==> src/rtl/regfile.sv <==
// CPU register file: eight GPRs plus SP/IH/RA and the T flag, with two combinational
// GPR read ports and same-cycle write-to-read bypass on every output.
module regfile #(
  parameter logic [15:0] SP_INIT = 16'hBF00
) (
  input  logic        clk,
  input  logic        rst,
  input  logic        stall,
  input  logic [2:0]  rx_addr,
  input  logic [2:0]  ry_addr,
  output logic [15:0] rx_data,
  output logic [15:0] ry_data,
  input  logic        wr_en,
  input  logic [3:0]  wr_addr,
  input  logic [15:0] wr_data,
  input  logic        t_written,
  input  logic        t_in,
  output logic [15:0] sp_out,
  output logic [15:0] ih_out,
  output logic [15:0] ra_out,
  output logic        t_out
);

  localparam logic [3:0] ADDR_SP = 4'd8;
  localparam logic [3:0] ADDR_IH = 4'd9;
  localparam logic [3:0] ADDR_RA = 4'd10;

  logic [15:0] gpr_q [8];
  logic [15:0] gpr_d [8];
  logic [15:0] sp_q, sp_d;
  logic [15:0] ih_q, ih_d;
  logic [15:0] ra_q, ra_d;
  logic        t_q, t_d;

  logic wr_fire;
  logic t_fire;

  // Reset takes priority over everything, so it also switches the bypass off.
  assign wr_fire = wr_en && !stall && !rst;
  assign t_fire  = t_written && !stall && !rst;

  always_comb begin
    gpr_d = gpr_q;
    sp_d  = sp_q;
    ih_d  = ih_q;
    ra_d  = ra_q;
    t_d   = t_q;
    if (wr_fire) begin
      if (!wr_addr[3]) begin
        gpr_d[wr_addr[2:0]] = wr_data;
      end else begin
        case (wr_addr)
          ADDR_SP: sp_d = wr_data;
          ADDR_IH: ih_d = wr_data;
          ADDR_RA: ra_d = wr_data;
          default: ;
        endcase
      end
    end
    if (t_fire) begin
      t_d = t_in;
    end
  end

  always_ff @(posedge clk) begin
    if (rst) begin
      for (int i = 0; i < 8; i++) begin
        gpr_q[i] <= '0;
      end
      sp_q <= SP_INIT;
      ih_q <= '0;
      ra_q <= '0;
      t_q  <= 1'b0;
    end else begin
      gpr_q <= gpr_d;
      sp_q  <= sp_d;
      ih_q  <= ih_d;
      ra_q  <= ra_d;
      t_q   <= t_d;
    end
  end

  always_comb begin
    rx_data = gpr_q[rx_addr];
    ry_data = gpr_q[ry_addr];
    sp_out  = sp_q;
    ih_out  = ih_q;
    ra_out  = ra_q;
    t_out   = t_q;
    if (wr_fire && (wr_addr == {1'b0, rx_addr})) rx_data = wr_data;
    if (wr_fire && (wr_addr == {1'b0, ry_addr})) ry_data = wr_data;
    if (wr_fire && (wr_addr == ADDR_SP))         sp_out  = wr_data;
    if (wr_fire && (wr_addr == ADDR_IH))         ih_out  = wr_data;
    if (wr_fire && (wr_addr == ADDR_RA))         ra_out  = wr_data;
    if (t_fire)                                  t_out   = t_in;
  end

endmodule

==> config.mk <==
export PLATFORM = sky130hd
export DESIGN_NAME = regfile
export DESIGN_NICKNAME = d
export VERILOG_FILES = /design/src/rtl/regfile.sv
export SDC_FILE = /design/constraint.sdc
export NUM_CORES = 1
export LEC_CHECK = 0
export CORE_MARGIN = 3
export CORE_UTILIZATION = 55
export CTS_CLUSTER_DIAMETER = 40
export DETAILED_ROUTE_END_ITERATION = 10
export GPL_TIMING_DRIVEN = 0
export PLACE_DENSITY = 0.8
export REMOVE_ABC_BUFFERS = 1
export SLEW_MARGIN = 20
export SYNTH_ARGS = -nofsm -noshare
export SYNTH_HDL_FRONTEND = slang
export SYNTH_SLANG_ARGS = --single-unit
==> constraint.sdc <==
create_clock -name clk -period 7.19 [get_ports clk]
set_input_delay 1.438 -clock clk [delete_from_list [all_inputs] [get_ports clk]]
set_output_delay 1.438 -clock clk [all_outputs]
set_load 0.1 [all_outputs]
# Word level (Yosys, flattened, before mapping)
# Index checks and enable logic that the tools add are counted.
[word_totals]
reg_bits = 177
inputBits = 32
out_inout_bits = 81
elab_cells = 56
[classes]
magnitude_cmp = 4
n_eq_ne = 5
n_mux = 15
bitwise = 4
n_reduce_logical = 16
[op_table]
columns = ["op", "n"]
rows = [
  ["2-to-1 mux 16 bit", 10],
  ["bitwise mux 128 bit", 1],
  ["binary-select mux 16 bit (select 3 bit)", 2],
  ["demux 16 bit (select 3 bit)", 1],
  ["equality test 4 bit (second input constant)", 3],
  [">= comparator 4 bit (second input constant)", 3],
  ["inverter 3 -> 4 bit", 3],
  ["logical AND 1 bit", 10],
  ["AND reduction 3 bit", 3],
  ["equality test 4 x 3 -> 1 bit", 2],
  ["< comparator 4 x 1 -> 1 bit (second input constant)", 1],
  ["zero test 1 bit", 2],
  ["AND reduction 2 bit", 1],
  ["2-to-1 mux 1 bit", 1],
  ["inverter 1 bit", 1],
]

# Logic depth before layout (Yosys ltp)
# Gate-level depths: netlist of the first run.
[depth]
depth_word = 6
depth_mapped = 6
depth_no_buf = 3

# Least setup slack after synthesis of the first run
# No wires, ideal clock.
[synth_timing]
path_type = "input to output"
startpoint = "input port rst"
endpoint = "output port ra_out[10]"
t_arrival_ps = 3054
required_time_ps = 5752
setup_slack_ps = 2698
stages = 6
path_buffers = 3
cell_sequence = "buf_6 -> nor4bb_1 -> buf_2 -> clkbuf_1 -> nand3_1 -> nand2_1"
[synth_between]
elab_chain_len = 4
[synth_lines]
columns = ["element", "line", "source"]
rows = [
  ["start, declared", "7", "input logic rst,"],
  ["zero test 1 bit", "39", "assign wr_fire = wr_en && !stall && !rst;"],
  ["logical AND 1 bit", "39", ""],
  ["logical AND 1 bit", "94", "if (wr_fire && (wr_addr == ADDR_RA)) ra_out = wr_data;"],
  ["2-to-1 mux 16 bit", "94", ""],
  ["end, declared", "20", "output logic [15:0] ra_out,"],
]
# No other way between the ends.

# Worst setup path in the final report of the first run
[layout_timing]
startpoint = "input port wr_addr[3]"
endpoint = "output port rx_data[4]"
[layout_between]
elab_chain_len = 3
[layout_lines]
columns = ["element", "line", "source"]
rows = [
  ["start, declared", "14", "input logic [3:0] wr_addr,"],
  ["equality test 4 x 3 -> 1 bit", "90", "if (wr_fire && (wr_addr == {1'b0, rx_addr})) rx_data = wr_data;"],
  ["logical AND 1 bit", "90", ""],
  ["2-to-1 mux 16 bit", "90", ""],
  ["end, declared", "11", "output logic [15:0] rx_data,"],
]
# No other way between the ends.

==> results by group, run 1 <==
Setup path
  – Arrival time of data at the critical path endpoint: 4.97 ns
  – Crit-path cells: clkdlybuf4s50_1 -> nor4b_4 -> nand4_2 -> mux2_2 -> clkdlybuf4s50_1
  – Most frequent cell on the critical path: sky130_fd_sc_hd__clkdlybuf4s50_1
  – Worst Path Required: approximately 5.8 ns
  – Critical path start-end classification: primary input to output port
  – Max stage delay on crit path: roughly 1.1 ns
  – Max stage delay cell, worst path: sky130_fd_sc_hd__clkdlybuf4s50_1
  – Cells on worst reg2reg path: 2
  – Launch instance of the worst register-to-register path: gpr_q[78]
  – Critical R2R Capture: gpr_q[78]
  – Worst-path maximum fanout: 16
  – Register-to-register path setup slack: roughly 6.4 ns
  – Startpoint kind of the worst setup timing path: primary input
  – Critical path endpoint category: output port

Floorplanning
  – Placeable core region: 17300 sq um
  – Die area: 19300 sq um
  – Die outline width: 139 um
  – Starting utilization of the core area: 0.563
  – Placement row count: 48
  – Die height: between 100 and 150 um
  – Count of pins on the block boundary: 113

Clocking
  – Clock sinks: 177
  – Worst skew pair latency: 0.43 ns
  – Post-CTS sizing: 0
  – Count of buffers added by post-CTS timing repair for setup: 0
  – Clock slew seen by the registers of the worst setup and hold paths: about 0.06 ns
  – Largest buffer count on any clock path: 2
  – Clock tree from TritonCTS: yes
  – CTS H-tree lvls: 4
  – Clock buffers created by TritonCTS: 17
  – Clk root buf: sky130_fd_sc_hd__clkbuf_16
  – CTS hold repair buffers: 0

Timing
  – Total negative slack for setup checks: 0 ns
  – Count of final hold-check violations: 0
  – Max Clock Freq: 156 MHz
  – Final number of max-transition violations: 0
  – Final cycle utilization of the critical path: 0.891
  – Fin Clk Skew: 0 ns
  – Final Critical Period: around 6.4 ns
  – Final setup viols: 0
  – Worst slew margin relative to its limit: 0.311
  – Slew of the pin with the lowest slew margin: 1.03 ns
  – Post-route setup slack: approximately 0.78 ns
  – Unrepaired setup endpoints after global routing: no

GRT
  – Global routing usage on met2: 0.476
  – GRT busiest layer: met2
  – Maximum number of pins on one net before global-route repair: 106
  – Gr ovfl total: 0
  – Global routing met3 resource utilization: 0.0569
  – Wire length of the first global-routing pass: 45700 um
  – GRT Overall Usage: 0.290
  – Met1 Track Usage GR: 0.381
  – Initial antenna violation count: 0
  – Number of global-route vias before repair: 8749

Yosys
  – Most area-hungry cell type in the Yosys netlist: sky130_fd_sc_hd__dfxtp_1
  – Synthesized instance count: 1037
  – Total of flip-flops plus latches after synthesis: about 180
  – Ys async rst share: 0
  – Most frequently used cell type in the post-synthesis netlist: sky130_fd_sc_hd__dfxtp_1
  – Most common library cells after synthesis: sky130_fd_sc_hd__dfxtp_1 (177), sky130_fd_sc_hd__a21oi_1 (169), sky130_fd_sc_hd__nand3_1 (169)
  – Ranking of synthesized cells by area: sky130_fd_sc_hd__dfxtp_1 (36%), sky130_fd_sc_hd__mux4_1 (15%), sky130_fd_sc_hd__a21oi_1 (8.7%), sky130_fd_sc_hd__nand3_1 (8.7%), sky130_fd_sc_hd__o21ai_0 (8.6%)
  – Number of different library cells in the post-synthesis netlist: 32
  – Post-Synthesis Cell Area: 9730 sq um
  – Post-synth top flop: sky130_fd_sc_hd__dfxtp_1
  – Syn Area/Cell: 9.38 sq um
  – Sequential cell area fraction in the yosys report: 0.364
  – Synth warnings: 0
  – Post-synth EDFFs: 0
  – Fraction of post-synthesis cell area in the top cell type by area: 0.364

Final layout
  – Final Non-Filler Cells: roughly 1300
  – Synthesis-to-layout area growth: 19.4%
  – Fraction of layout cells with a size suffix above 1: 0.147
  – Number of antenna diodes: 0
  – Post-layout net count: 1099
  – Final core occ: 0.672

Run status
  – Status: completed

Pwr
  – Total power per unit cell area: between 150 and 200 nW/um^2
  – Total Power Consumption: 0.00224 W
  – Leakage dissipation: between 4 and 5 nW
  – Worst vdd rail ir drop: about 180 uV

Min path
  – Worst min-delay path category: register to register
  – Min-Delay Startpoint: sp_q[11]
  – Hold Path End: sp_q[11]
  – Hold depth: 1

Run
  – Max_cap viols: 0

Drt
  – Detailed-router iteration count before antenna repair: 7
  – Routed via count: 8827
  – Initial DRC count: 966
  – Via-per-instance ratio: 6.76
  – Routed wire per std cell: approximately 22 um
  – Total DRC errors in the routed layout: 0
  – Post-detailed-routing wire length: 28700 um
  – Detail Route Antenna Nets: 0

Place
  – HPWL Detailed: 17300 um
  – Worst setup slack before clock tree synthesis: about 0.39 ns
  – Post-Place Cells: 1273
  – Final estimated routing congestion in global placement: approximately 0.72
  – Count of input and output buffers: 112
-- power by group --
part,switching (W),internal [W],leakage [nW]
clock,0.000388,0.000641,0.323
sequential,0.00000225,0.000985,1.43
combinational,0.000157,0.0000690,2.71
-- per-stage QoR --
| stage | hold WS [ns] | cell area [sq um] |
|---|---|---|
| 2_1_floorplan | 0.436 | 9090 |
| 3_5_place_dp | 0.450 | 11000 |
| 4_1_cts | 0.465 | 11600 |
| 3_3_place_gp | 0.443 | 10500 |
| 5_1_grt | 0.481 | 11600 |
| 6_report | 0.462 | 11600 |
-- registers in the layout (all words and copies together) (netlist names) --
name	cells
gpr_q	128
ih_q	16
ra_q	16
sp_q	16
t_q	1
-- per-layer routing --
layer | wire length (um) | share of wire | vias to the layer above
met2 | 13900 | 0.49 | 546
met3 | 2840 | 0.099 | 75
met1 | 11200 | 0.39 | 4241
met4 | 718 | 0.025 | 0
met5 | 0 | 0 | -
li1 | - | - | 3965
-- layout by cell type (no fill, tap or decap), types with 5 or more instances in the layout --
| cell type | netlist | layout |
|---|---|---|
| sky130_fd_sc_hd__a21o_1 | 7 | 7 |
| sky130_fd_sc_hd__bufinv_16 | 0 | 5 |
| sky130_fd_sc_hd__mux4_1 | 56 | 56 |
| sky130_fd_sc_hd__buf_16 | 0 | 5 |
| sky130_fd_sc_hd__and3_1 | 7 | 7 |
| sky130_fd_sc_hd__o21ai_0 | 167 | 167 |
| sky130_fd_sc_hd__clkinv_2 | 0 | 5 |
| sky130_fd_sc_hd__a211o_1 | 7 | 7 |
| sky130_fd_sc_hd__buf_4 | 0 | 11 |
| sky130_fd_sc_hd__mux4_2 | 8 | 8 |
| sky130_fd_sc_hd__xnor2_1 | 6 | 6 |
| sky130_fd_sc_hd__buf_6 | 14 | 12 |
| sky130_fd_sc_hd__dfxtp_1 | 177 | 177 |
| sky130_fd_sc_hd__nand2_1 | 42 | 42 |
| sky130_fd_sc_hd__nand3_1 | 169 | 169 |
| sky130_fd_sc_hd__clkbuf_16 | 0 | 17 |
| sky130_fd_sc_hd__clkdlybuf4s50_1 | 0 | 105 |
| sky130_fd_sc_hd__mux2_4 | 13 | 13 |
| sky130_fd_sc_hd__a21oi_1 | 169 | 169 |
| sky130_fd_sc_hd__buf_2 | 26 | 6 |
| sky130_fd_sc_hd__mux2_2 | 52 | 52 |
-- layout make-up --
type                            instances  area, sq um
Timing Repair Buffer                  145         1540
Tap cell                              225          282
Multi-Input combinational cell        726         5610
Clock buffer                           21          470
Sequential cell                       177         3540
Fill cell                            1349         5680
Clock inverter                         11          183
-- critical path: cells and delay by family --
kind | cells | cell delay, ns
buffers and inverters | 2 | 1.85
and+or+nand+nor | 2 | 1.17
muxes | 1 | 0.51
-- worst max-delay path by stage --
stage / start / end / cells past startpoint / slack [ns]
after floorplan: stall / ra_out[0] / 3 / -2.72
after global placement: rst / ra_out[9] / 5 / -13.40
after detailed placement: rx_addr[2] / rx_data[4] / 5 / 0.39
after CTS: rx_addr[2] / rx_data[4] / 5 / 0.36
after global routing: wr_addr[3] / rx_data[6] / 5 / 0.69
final: wr_addr[3] / rx_data[4] / 5 / 0.78
-- cell families after synthesis --
kind of cell,after synthesis,synth area share
AOI/OAI and AO/OA,352,0.186
and+or+nand+nor,239,0.129
DFF,177,0.364
buffers and inverters,134,0.0658
muxes,129,0.250
xor gates and xnor gates,6,0.00540
No activity file was read; power rests on OpenSTA's default activity.
==> run 2, diff against run 1 <==
Settings changed: SLEW_MARGIN 20 to not set.
==> run 2 against run 1 <==
Clock skew is the same. Final cell count fell by 0.77%. Global-route usage shrank 0.27 points. Core utilization shrank 0.17 points. Clock power increased by 5%. Sequential cell count unchanged. Setup slack got worse by 0.52 ns. Power increased by 1.9%. Critical path type unchanged.
==> results by group, run 2 (same netlist as run 1, synthesis figures left out) <==
Floorplanning
  – Placeable core region: 17300 sq um (unchanged)
  – Starting utilization of the core area: 0.563 (unchanged)
  – Die area: 19300 sq um (unchanged)
  – Die outline width: 139 um (unchanged)
  – Die height: 139 um (unchanged)
  – Placement row count: 48 (unchanged)
  – Count of pins on the block boundary: 113 (unchanged)

Setup path
  – Arrival time of data at the critical path endpoint: 5.49 ns (+0.52 ns)
  – Worst-path maximum fanout: 17 (+1)
  – Most frequent cell on the critical path: sky130_fd_sc_hd__clkdlybuf4s50_1
  – Critical path buffer and inverter count: 3 (+1)
  – Startpoint kind of the worst setup timing path: primary input
  – Max stage delay on crit path: 1.27 ns (+0.13 ns)
  – Critical path endpoint category: output port
  – Worst Path Required: 5.75 ns (about the same)
  – Crit-path cells: clkdlybuf4s50_1 -> xnor2_1 -> nand4_1 -> buf_8 -> mux2_2 -> clkdlybuf4s50_1
  – Critical path start-end classification: primary input to output port
  – Largest delay share family, worst path: buffers and inverters
  – Max stage delay cell, worst path: sky130_fd_sc_hd__clkdlybuf4s50_1

GRT
  – Wire length of the first global-routing pass: 45600 um (-0.26%)
  – GRT busiest layer: met2
  – Initial antenna violation count: 0 (unchanged)
  – Global routing met3 resource utilization: 0.0476 (-0.00931)
  – Maximum number of pins on one net before global-route repair: 106 (unchanged)
  – Global routing usage on met2: 0.474 (-0.00153)
  – Met1 Track Usage GR: 0.380 (-0.000868)
  – Gr ovfl total: 0 (unchanged)
  – Number of global-route vias before repair: 8804 (+0.63%)
  – GRT Overall Usage: 0.288 (-0.00274)

Drt
  – Via-per-instance ratio: 6.69 (-1.1%)
  – Initial DRC count: 981 (+1.6%)
  – Routed via count: 8660 (-1.9%)
  – Post-detailed-routing wire length: 28200 um (-1.7%)
  – Total DRC errors in the routed layout: 0 (unchanged)
  – Detailed-router iteration count before antenna repair: 5 (-2)
  – Detail Route Antenna Nets: 0 (unchanged)
  – Routed wire per std cell: 21.8 um (-0.97%)

Place
  – HPWL Detailed: 16500 um (-4.9%)
  – Count of input and output buffers: 112 (unchanged)
  – Placed instance area: 10900 sq um (-0.90%)
  – Final estimated routing congestion in global placement: 0.719 (unchanged)

Final layout
  – Number of antenna diodes: 0 (unchanged)
  – Largest register FFs: 128 (unchanged)
  – Highest-count cells in the layout ignoring fill and taps: sky130_fd_sc_hd__dfxtp_1 (177), sky130_fd_sc_hd__nand3_1 (169), sky130_fd_sc_hd__a21oi_1 (169)
  – Most frequent standard cell in the layout excluding fill and tap cells: sky130_fd_sc_hd__dfxtp_1
  – Post-layout net count: 1089 (-0.91%)
  – Most flop-heavy register: gpr_q
  – Synthesis-to-layout area growth: 19.1%
  – Final std cell area, no fill: 11600 sq um (-0.26%)
  – Fill count: 1335 (-1.0%)
  – Fraction of layout cells with a size suffix above 1: 0.137 (-0.00984)

Clocking
  – Largest buffer count on any clock path: 2 (unchanged)
  – Worst skew pair latency: 0.43 ns (about the same)
  – Clk root buf: sky130_fd_sc_hd__clkbuf_16
  – Clock tree from TritonCTS: yes
  – CTS H-tree lvls: 4 (unchanged)
  – Post-CTS sizing: 0 (unchanged)
  – Clock sinks: 177 (unchanged)
  – Clock slew seen by the registers of the worst setup and hold paths: 0.07 ns (about the same)
  – Clock buffers created by TritonCTS: 17 (unchanged)
  – CTS hold repair buffers: 0 (unchanged)
  – Count of buffers added by post-CTS timing repair for setup: 0 (unchanged)

Timing
  – Fin Clk Skew: 0 ns (unchanged)
  – Slew of the pin with the lowest slew margin: 1.23 ns (+0.204 ns)
  – Final number of max-transition violations: 0 (unchanged)
  – Final cycle utilization of the critical path: 0.963 (+0.0718)
  – Final setup viols: 0 (unchanged)
  – Worst hold slack across all endpoints: 0.472 ns (+0.0107 ns)
  – Final Critical Period: 6.93 ns (+0.516 ns)
  – Count of final hold-check violations: 0 (unchanged)
  – Worst slew margin relative to its limit: 0.175 (-0.137)
  – Max Clock Freq: 144 MHz (-7.5%)
  – Unrepaired setup endpoints after global routing: no

Pwr
  – Leakage dissipation: 4.40 nW (-1.3%)
  – Total power per unit cell area: 197 nW/um^2 (+2.2%)
  – Worst vdd rail ir drop: 181 uV (+2.5%)
  – Total Power Consumption: 0.00228 W (+1.9%)

Run
  – Max_cap viols: 0 (unchanged)

Run status
  – Status: completed

Min path
  – Worst min-delay path category: register to register
==> run 2: final timing paths <==
check | startpoint | to | slack, ns | cells after the start
hold reg to reg | sp_q[13] | sp_q[13] | 0.47 | 1
hold / removal | sp_q[13] | sp_q[13] | 0.47 | 1
setup / recovery | ry_addr[2] | ry_data[0] | 0.26 | 6
setup reg to reg | t_q | t_q | 6.33 | 2
==> run 2: per-stage QoR <==
stage / instances / setup TNS, ns / utilization / worst slack, ns
floorplan: 903 / -81.27 / - / -2.72
global placement: 1240 / -1850.16 / 0.607 / -13.40
detailed placement: 1262 / 0 / 0.629 / 0.319
global route: 1295 / 0 / 0.670 / 0.219
finish: 1295 / 0 / 0.670 / 0.264
CTS: 1294 / 0 / 0.668 / 0.306
==> run 2: metal layers <==
layer  wire (um)  vias up
li1            -     3940
met1       11500     4195
met2       13700      455
met3        2370       70
met4         710        0
met5           0        -
==> run 2: layout make-up <==
class	instances	area (sq um)	area share
Clock inverter	13	231	0.0200
Clock buffer	19	453	0.0391
Timing Repair Buffer	135	1480	0.127
Tap cell	225	282	0.0243
Sequential cell	177	3540	0.306
Multi-Input combinational cell	726	5600	0.484
==> run 2: where the power goes <==
group	internal (W)	leakage, nW	total, W	switching [W]
Combinational	0.0000674	2.66	0.000222	0.000155
Clock	0.000671	0.318	0.00108	0.000405
Sequential	0.000984	1.43	0.000987	0.00000224
==> run 2: worst reg2reg max path: cells and delay by family (launching register included) <==
family        cells  cell delay (ns)
simple gates      1             0.14
mux               1             0.27
flops             1             0.30
==> run 3, diff against run 2 <==
Settings changed: CTS_CLUSTER_DIAMETER 40 to 50.
==> results of run 3 <==
The final DEF is identical to that of run 2; final timing and power are the same.
